<file path="src/rtl/cordic_fft_pkg.sv">
// Shared types, constants and helpers for the CORDIC FFT accelerator.
// Angles are in binary units: 2^32 is one full turn.
package cordic_fft_pkg;

  typedef enum logic [2:0] {
    ST_IDLE    = 3'd0,
    ST_PREROT  = 3'd1,
    ST_ROTATE  = 3'd2,
    ST_GAIN    = 3'd3,
    ST_COMBINE = 3'd4,
    ST_HOLD    = 3'd5
  } state_t;

  localparam int CORDIC_K_Q16 = 39797;

  // round(atan(2^-i) / (2*pi) * 2^32)
  localparam logic [31:0] ATAN_TAB [32] = '{
    32'h20000000, 32'h12E4051E, 32'h09FB385B, 32'h051111D4,
    32'h028B0D43, 32'h0145D7E1, 32'h00A2F61E, 32'h00517C55,
    32'h0028BE53, 32'h00145F2F, 32'h000A2F98, 32'h000517CC,
    32'h00028BE6, 32'h000145F3, 32'h0000A2FA, 32'h0000517D,
    32'h000028BE, 32'h0000145F, 32'h00000A30, 32'h00000518,
    32'h0000028C, 32'h00000146, 32'h000000A3, 32'h00000051,
    32'h00000029, 32'h00000014, 32'h0000000A, 32'h00000005,
    32'h00000003, 32'h00000001, 32'h00000001, 32'h00000000
  };

  function automatic logic signed [63:0] sat_to(
    input logic signed [63:0] v,
    input int                 w
  );
    logic signed [63:0] hi;
    logic signed [63:0] lo;
    hi = (64'sd1 <<< (w - 1)) - 64'sd1;
    lo = -(64'sd1 <<< (w - 1));
    if (v > hi) return hi;
    if (v < lo) return lo;
    return v;
  endfunction

  function automatic logic signed [63:0] half_up(
    input logic signed [63:0] v
  );
    return (v + 64'sd1) >>> 1;
  endfunction

endpackage

</file>
<file path="src/rtl/cordic_rotate_iter.sv">
// Iterative CORDIC rotator: load on start, one micro-rotation per cycle.
// finished is high during the last iteration cycle.
module cordic_rotate_iter
  import cordic_fft_pkg::*;
#(
  parameter int W          = 18,
  parameter int ANGLE_W    = 32,
  parameter int ITERATIONS = 16
) (
  input  logic                clock,
  input  logic                reset_n,
  input  logic                start,
  input  logic signed [W-1:0] x0,
  input  logic signed [W-1:0] y0,
  input  logic [ANGLE_W-1:0]  z0,
  output logic signed [W-1:0] x,
  output logic signed [W-1:0] y,
  output logic                finished
);

  localparam int CW = $clog2(ITERATIONS);

  logic [ANGLE_W-1:0] z;
  logic [CW-1:0]      cnt;
  logic               busy;
  logic [4:0]         idx;
  logic [ANGLE_W-1:0] step;
  logic               pos;

  always_comb begin
    idx      = 5'(cnt);
    step     = ANGLE_W'(ATAN_TAB[idx] >> (32 - ANGLE_W));
    pos      = ~z[ANGLE_W-1];
    finished = busy && (cnt == CW'(ITERATIONS - 1));
  end

  always_ff @(posedge clock or negedge reset_n) begin
    if (!reset_n) begin
      x    <= '0;
      y    <= '0;
      z    <= '0;
      cnt  <= '0;
      busy <= 1'b0;
    end else if (start) begin
      x    <= x0;
      y    <= y0;
      z    <= z0;
      cnt  <= '0;
      busy <= 1'b1;
    end else if (busy) begin
      x    <= pos ? x - (y >>> cnt) : x + (y >>> cnt);
      y    <= pos ? y + (x >>> cnt) : y - (x >>> cnt);
      z    <= pos ? z - step : z + step;
      cnt  <= cnt + 1'b1;
      if (finished) busy <= 1'b0;
    end
  end

endmodule

</file>
<file path="src/rtl/cordic_butterfly_pipe.sv">
// Radix-2 DIT butterfly: out1 = a + W*b, out2 = a - W*b, W = e^(j*zangle).
// One butterfly in flight; valid/ready on both sides.
module cordic_butterfly_pipe
  import cordic_fft_pkg::*;
#(
  parameter int DATA_W     = 16,
  parameter int ANGLE_W    = 32,
  parameter int ITERATIONS = 16,
  parameter int SCALE      = 0
) (
  input  logic                     clock,
  input  logic                     reset_n,
  input  logic                     in_valid,
  output logic                     in_ready,
  input  logic signed [DATA_W-1:0] x1,
  input  logic signed [DATA_W-1:0] y1,
  input  logic signed [DATA_W-1:0] x2,
  input  logic signed [DATA_W-1:0] y2,
  input  logic [ANGLE_W-1:0]       zangle,
  input  logic                     inverse,
  output logic signed [DATA_W-1:0] xout1,
  output logic signed [DATA_W-1:0] yout1,
  output logic signed [DATA_W-1:0] xout2,
  output logic signed [DATA_W-1:0] yout2,
  output logic                     out_valid,
  input  logic                     out_ready,
  output logic                     done
);

  localparam int IW = DATA_W + 2;
  localparam int PW = IW + 18;
  localparam logic signed [PW-1:0] KQ   = PW'(CORDIC_K_Q16);
  localparam logic signed [PW-1:0] HALF = PW'(32768);

  state_t state;

  logic signed [DATA_W-1:0] ax, ay, bx, by;
  logic [ANGLE_W-1:0]       ang;
  logic                     inv;

  logic [ANGLE_W-1:0]       theta;
  logic                     wrap;
  logic signed [IW-1:0]     bxe, bye;
  logic                     rot_start;
  logic signed [IW-1:0]     rot_x0, rot_y0;
  logic [ANGLE_W-1:0]       rot_z0;
  logic signed [IW-1:0]     rot_x, rot_y;
  logic                     rot_fin;

  logic signed [PW-1:0]     px, py;
  logic signed [IW-1:0]     gx, gy;
  logic signed [IW-1:0]     s1x, s1y, s2x, s2y;

  function automatic logic signed [DATA_W-1:0] finalize(
    input logic signed [IW-1:0] s
  );
    logic signed [63:0] v;
    v = 64'(s);
    if (SCALE != 0) v = half_up(v);
    return DATA_W'(sat_to(v, DATA_W));
  endfunction

  assign in_ready = (state == ST_IDLE);

  // Fold |theta| > 90 deg into range by negating b and adding 180 deg.
  always_comb begin
    theta     = inv ? -ang : ang;
    wrap      = theta[ANGLE_W-1] ^ theta[ANGLE_W-2];
    bxe       = IW'(bx);
    bye       = IW'(by);
    rot_start = (state == ST_PREROT);
    rot_x0    = wrap ? -bxe : bxe;
    rot_y0    = wrap ? -bye : bye;
    rot_z0    = wrap ? theta + {1'b1, {(ANGLE_W-1){1'b0}}} : theta;
  end

  always_comb begin
    px  = PW'(rot_x) * KQ;
    py  = PW'(rot_y) * KQ;
    s1x = IW'(ax) + gx;
    s1y = IW'(ay) + gy;
    s2x = IW'(ax) - gx;
    s2y = IW'(ay) - gy;
  end

  cordic_rotate_iter #(
    .W         (IW),
    .ANGLE_W   (ANGLE_W),
    .ITERATIONS(ITERATIONS)
  ) u_rot (
    .clock   (clock),
    .reset_n (reset_n),
    .start   (rot_start),
    .x0      (rot_x0),
    .y0      (rot_y0),
    .z0      (rot_z0),
    .x       (rot_x),
    .y       (rot_y),
    .finished(rot_fin)
  );

  always_ff @(posedge clock or negedge reset_n) begin
    if (!reset_n) begin
      state     <= ST_IDLE;
      ax        <= '0;
      ay        <= '0;
      bx        <= '0;
      by        <= '0;
      ang       <= '0;
      inv       <= 1'b0;
      gx        <= '0;
      gy        <= '0;
      xout1     <= '0;
      yout1     <= '0;
      xout2     <= '0;
      yout2     <= '0;
      out_valid <= 1'b0;
      done      <= 1'b0;
    end else begin
      done <= 1'b0;
      unique case (state)
        ST_IDLE: if (in_valid) begin
          ax    <= x1;
          ay    <= y1;
          bx    <= x2;
          by    <= y2;
          ang   <= zangle;
          inv   <= inverse;
          state <= ST_PREROT;
        end
        ST_PREROT: state <= ST_ROTATE;
        ST_ROTATE: if (rot_fin) state <= ST_GAIN;
        ST_GAIN: begin
          gx    <= IW'((px + HALF) >>> 16);
          gy    <= IW'((py + HALF) >>> 16);
          state <= ST_COMBINE;
        end
        ST_COMBINE: begin
          xout1     <= finalize(s1x);
          yout1     <= finalize(s1y);
          xout2     <= finalize(s2x);
          yout2     <= finalize(s2y);
          out_valid <= 1'b1;
          done      <= 1'b1;
          state     <= ST_HOLD;
        end
        ST_HOLD: if (out_ready) begin
          out_valid <= 1'b0;
          state     <= ST_IDLE;
        end
        default: state <= ST_IDLE;
      endcase
    end
  end

endmodule

</file>
<file path="config.mk">
export PLATFORM = sky130hd
export DESIGN_NAME = cordic_butterfly_pipe
export DESIGN_NICKNAME = d
export VERILOG_FILES = /design/src/rtl/cordic_fft_pkg.sv /design/src/rtl/cordic_rotate_iter.sv /design/src/rtl/cordic_butterfly_pipe.sv
export SDC_FILE = /design/constraint.sdc
export NUM_CORES = 2
export LEC_CHECK = 0
export BUFFER_PORTS_ARGS = -buffer_cell sky130_fd_sc_hd__buf_2
export CORE_MARGIN = 3
export CORE_UTILIZATION = 55
export CTS_CLUSTER_SIZE = 8
export DETAILED_ROUTE_END_ITERATION = 10
export PLACE_DENSITY_LB_ADDON = 0.15
export SYNTH_ARGS = -nofsm -noshare
export SYNTH_HDL_FRONTEND = slang
export SYNTH_SLANG_ARGS = --single-unit
</file>
<file path="constraint.sdc">
create_clock -name clock -period 6.6 [get_ports clock]
set_input_delay 0.66 -clock clock [delete_from_list [all_inputs] [get_ports clock]]
set_output_delay 0.66 -clock clock [all_outputs]
set_load 0.02 [all_outputs]
</file>
Word-level counts from Yosys, hierarchy flattened --
Memories as Yosys holds them, arrays and structs flattened. Index checks and enable logic that the tools add are counted.
Storage, ports and cells: flip-flop bits (word level) 275, bits in latches 0, RAM bits 0, bits in read-only memories 1024, bits of input ports 101, output and inout port bits 67, memories kept 1
Operators by class: add/sub/neg operators 17, $mul 2, div/mod/pow operators 0, $lt $le $gt $ge 9, equality and inequality tests 9, shift operators 2, multiplexer cells 63, bitwise operators 2, reduce and logical (&&, ||, !) cells 7
Memory list:
- (no name shown) | words 32, width 32, rd ports 1, clocked after memory_dff 0, write ports 0, RTL line cordic_rotate_iter.sv:32 | step = ANGLE_W'(ATAN_TAB[idx] >> (32 - ANGLE_W));
Operator list (count):
- $mux W16 | 16
- $mux W32 | 7
- $mux W18 | 8
- $gt A18 B16 Y1 const B | 4
- $lt A18 B16 Y1 const B | 4
- $add A34 B17 Y34 const B | 2
- $mul A18 B17 Y34 const B | 2
- $add A16 B18 Y18 | 2
- $add A18 B18 Y18 | 2
- $neg A16 Y18 | 2
- $sshr A18 B4 Y18 | 2
- $sub A16 B18 Y18 | 2
- $sub A18 B18 Y18 | 2
- $add A32 B32 Y32 | 1
- $add A32 B32 Y32 const B | 1
- $neg A32 Y32 | 1
- $sub A32 B32 Y32 | 1
- $mux W1 | 25
- $pmux W3 S6 | 1
- $mux W3 | 3
- $mux W4 | 2
- $eq A3 B2 Y1 const B | 2
- $eq A3 B3 Y1 const B | 2
- $ge A6 B6 Y1 const B | 1
- other kinds (12) | 16

Longest topological paths before layout --
depth in word-level cells 8, mapped depth 27, mapped depth without buffers 23

Modules after synthesis --
A second synthesis with hierarchy kept.
Second synthesis, totals: cell total of the unflattened synthesis 3821, area, all modules 34558.1 um^2
Modules (own cells, without submodules):
- cordic_butterfly_pipe | instances 1, cells each 2602, area each 24840.1 um^2
- cordic_rotate_iter | instances 1, cells each 1219, area each 9718.1 um^2

Worst setup path before layout --
No wires, ideal clock.
path kind reg2reg, start register u_rot.y[17], end register gy[17], setup time 135 ps, data arrival time 6218 ps, data required time 6465 ps, slack 247 ps, stages on the path, launching flop included 21, period minus slack after synthesis 6353 ps, cells stage by stage dfrtp_1 ha_1 fa_1 inv_1 fa_1 fa_1 fa_1 inv_1 fa_1 inv_1 ha_1 a21o_1 a21o_1 a21o_1 or3_1 a2111o_1 a41o_1 a2111o_1 a21oi_1 xor2_1 o21ai_0
Between the ends: word-level cells in the longest chain between the ends 2
Ends and longest elaborated chain:
- start, declared | RTL line cordic_rotate_iter.sv:17 | output logic signed [W-1:0] y,
- start signal, assigned | RTL line cordic_rotate_iter.sv:46 | y <= y0;
- start signal, assigned | RTL line cordic_rotate_iter.sv:52 | y <= pos ? y + (x >>> cnt) : y - (x >>> cnt);
- $mul A18 B17 Y34 | RTL line cordic_butterfly_pipe.sv:79 | py = PW'(rot_y) * KQ;
- $add A34 B17 Y34 | RTL line cordic_butterfly_pipe.sv:135 | gy <= IW'((py + HALF) >>> 16);
- end signal, assigned | RTL line cordic_butterfly_pipe.sv:135
- end, declared | RTL line cordic_butterfly_pipe.sv:51 | logic signed [IW-1:0] gx, gy;
No other way between the ends. A chain may end at the register's enable or synchronous reset.

Final worst setup path --
start register u_rot.y[14], end register gy[17]
Same word-level chain as after synthesis.

==> results.toml <==
[status]
status = "finished clean"

[clock_network]
numClockSinks = 275
clkSlewWorstSetupHoldPaths_ns = 0.05
htree_levels = 2
cts_tree = "done"
numCtsBuffers = 42
clockBufferDepth = 3
cts-root-buf = "clkbuf_16"
insertion_delay_ns = 0.57

[cells_and_area]
area_delta_synth_final_pct = 9.15
drive_gt1_share_pct = 12.6
layout_common_cells = "inv_1 (546), ha_1 (430), fa_1 (272), dfrtp_1 (269), nand2_1 (243)"
final-instance-count-excl-fill = 4606
antenna_cells = 0
layout_commonest_cell = "inv_1"
nets = 4616
fill_cells = 5409
fin_area_sq_um = 36800

[worst_setup_path]
path_max_fanout = 5
crit_slowest_cell = "fa_1"
slowest_delay_ns = 0.50
cp.required_ns = 7.00
cp.arrival_ns = 6.65
worstRegToRegCells = 21
r2r-start = "u_rot.y[14]"
setup.worst_path.end_class = "register"
r2r_end = "gy[17]"
cpMostUsedCell = "fa_1"
path_cells = "ha_1 > inv_1 > fa_1 > inv_1 > fa_1 > fa_1 > fa_1 > inv_1 > fa_1 > inv_1 > ha_1 > a21o_1 > a21o_1 > a21o_1 > or3_1 > a2111o_1 > a41o_1 > a2111o_1 > a21oi_1 > xor2_1 > o21ai_0"
reg2reg_setup_slack_ns = 0.35
worstSetupPathType = "register to register"
startpoint_type = "register"

[timing]
rsz0062_at_grt = "false"
maxSlewHeadroom_pct = 25.6
finalCriticalPeriod_ns = 6.25
finalHoldViolCount = 0
finClkSkew_ns = 0.0379
tightest_slew_ns = 1.11
finalCritPeriodShare_pct = 94.7
finalMaxSlewViolations = 0
setup-violations-final = 0
setup_tns_ns = 0
max_freq_mhz = 160

[place]
placedCellCount = 4551
io_buffers = 167
placement.cell_area_sq_um = 35500
place_congestion = 0.981
dpl.hpwl_mm = 66.8

[logic_synthesis]
ys_types = 82
synthArstFlopShare_pct = 100
synth_edf_count = 0
synth_seq_cells = 275
synthesis.instances = 3668
syn_area_sq_um = 33700
syn_avg_cell_area_sq_um = 9.19
synth.net_count = 4471
synth.yosys.seq_area_share_pct = 20.4
yosysWarnings = 0
ys.flop_type = "dfrtp_1"

[detailed_routing]
first_iter_violations = 1787
wl_mm = 84.3
wl_per_cell_um = 18.3
ant_nets = 0
via_per_inst = 5.70
drc_errors = 0
via_count = 26300
first_pass_iters = 7

[die]
chipWidth_um = 254
rows = 90
core_area_sq_um = 60500
die_y_um = 254
start_util_pct = 55.7
num_io_pins = 168
dieArea_sq_um = 64300

[global_route]
grt_max_degree = 154
grt_first_pass_wirelength_mm = 137
grt_pass1_vias = 25700
grt_overflow = 0
grt_usage_pct = 26.5
grt_antenna_before_repair = 2

[worst_hold_path]
hp-class = "input pin to asynchronous set/reset pin"

[run]
cap_violations = 0
[synth_stat cells, types with 16 or more instances]
library cell  number  area (sq um)
nor4_1            23           144
clkbuf_1          90           338
buf_2             19          95.1
or3_1             20           125
nor2b_1           37           231
fa_1             272          5450
a21oi_1          227          1140
mux4_2            28           631
inv_1            546          2050
and2_1            16           100
nand2b_1          33           206
a21o_1            58           435
o21ai_0          189           946
ha_1             430          5380
o21a_1            29           218
buf_1             18          67.6
o221a_2           29           327
xnor2_1          154          1350
nand3_1           38           190
mux2i_1           50           500
o211ai_1          19           143
a31oi_1           29           181
nand4_1           21           131
o21bai_1          21           158
nor2_1           232           871
dfrtp_1          275          6880
nor3_1            60           300
nand2_1          245           920
a211oi_1          33           248
xor2_1           108           946
o31ai_1           28           210
mux2_2           105          1180
[cell families after synthesis]
kind of cell | count (synthesis) | share of synthesized area, %
multiplexers | 189 | 7.22
AND/OR/NAND/NOR | 775 | 10.7
adder cells (fa/ha/maj) | 702 | 32.1
buffers and inverters | 682 | 7.75
XOR/XNOR | 262 | 6.81
flip-flops | 275 | 20.4
AO/OA/AOI/OAI | 783 | 15.0
[area by class of cell]
cell class | count | area (sq um) | share of cell area [%]
Clock inverter | 6 | 103 | 0.279
Multi-Input combinational cell | 2711 | 24200 | 65.9
Sequential cell | 275 | 6890 | 18.7
Tap cell | 782 | 978 | 2.66
Timing Repair Buffer | 233 | 1390 | 3.78
Clock buffer | 49 | 1130 | 3.07
Inverter | 550 | 2060 | 5.61
[worst max path at each step]
stage,start,end,slack (ns),depth (start not counted)
floorplan,u_rot.y[17],gy[17],0.25,20
global placement,u_rot.y[14],gy[17],0.38,21
detailed placement,u_rot.x[6],gx[11],0.30,22
CTS,u_rot.x[6],gx[11],0.24,22
global route,u_rot.y[12],gy[17],0.02,21
finish,u_rot.y[14],gy[17],0.35,21
[repair_timing]
action                                  4_1_cts  5_1_grt
endpoints found under the setup margin        0        8
buffers inserted                              0        0
gates resized for setup                       0        4
hold buffers                                  0        0
[per-stage QoR]
stage | hold WS, ns | setup slack, ns | utilization [%]
6_report | 0.0774 | 0.353 | 60.8
5_1_grt | 0.114 | 0.0240 | 60.8
4_1_cts | 0.0869 | 0.242 | 60.8
3_5_place_dp | 0.465 | 0.298 | 58.8
3_3_place_gp | 0.456 | 0.381 | 58.8
2_1_floorplan | 0.364 | 0.247 | -
[registers in the layout (all words and copies together), names as in the netlist, 18 cells and up]
register  count
ang          32
u_rot.z      32
gx           18
gy           18
u_rot.x      18
u_rot.y      18
[critical path, delay by kind of cell, from the launching register on]
family                     cells  cell delay [ns]
adders and majority gates      7             3.13
AOI/OAI and AO/OA              8             1.86
DFF                            1             0.46
and+or+nand+nor                1             0.30
buffers and inverters          4             0.21
xor gates and xnor gates       1             0.15
[per-layer routing]
layer  global-route usage [%]  vias up  wire (um)
met5                        0        -         25
met4                     5.22        4       1520
met3                     3.79      104       5140
met2                     41.9      743      37800
met1                     39.0    12600      39800
li1                         -    12800          -
Power is not shown: default switching activity piles up to over one toggle a cycle in this logic, so the estimate is an artifact.
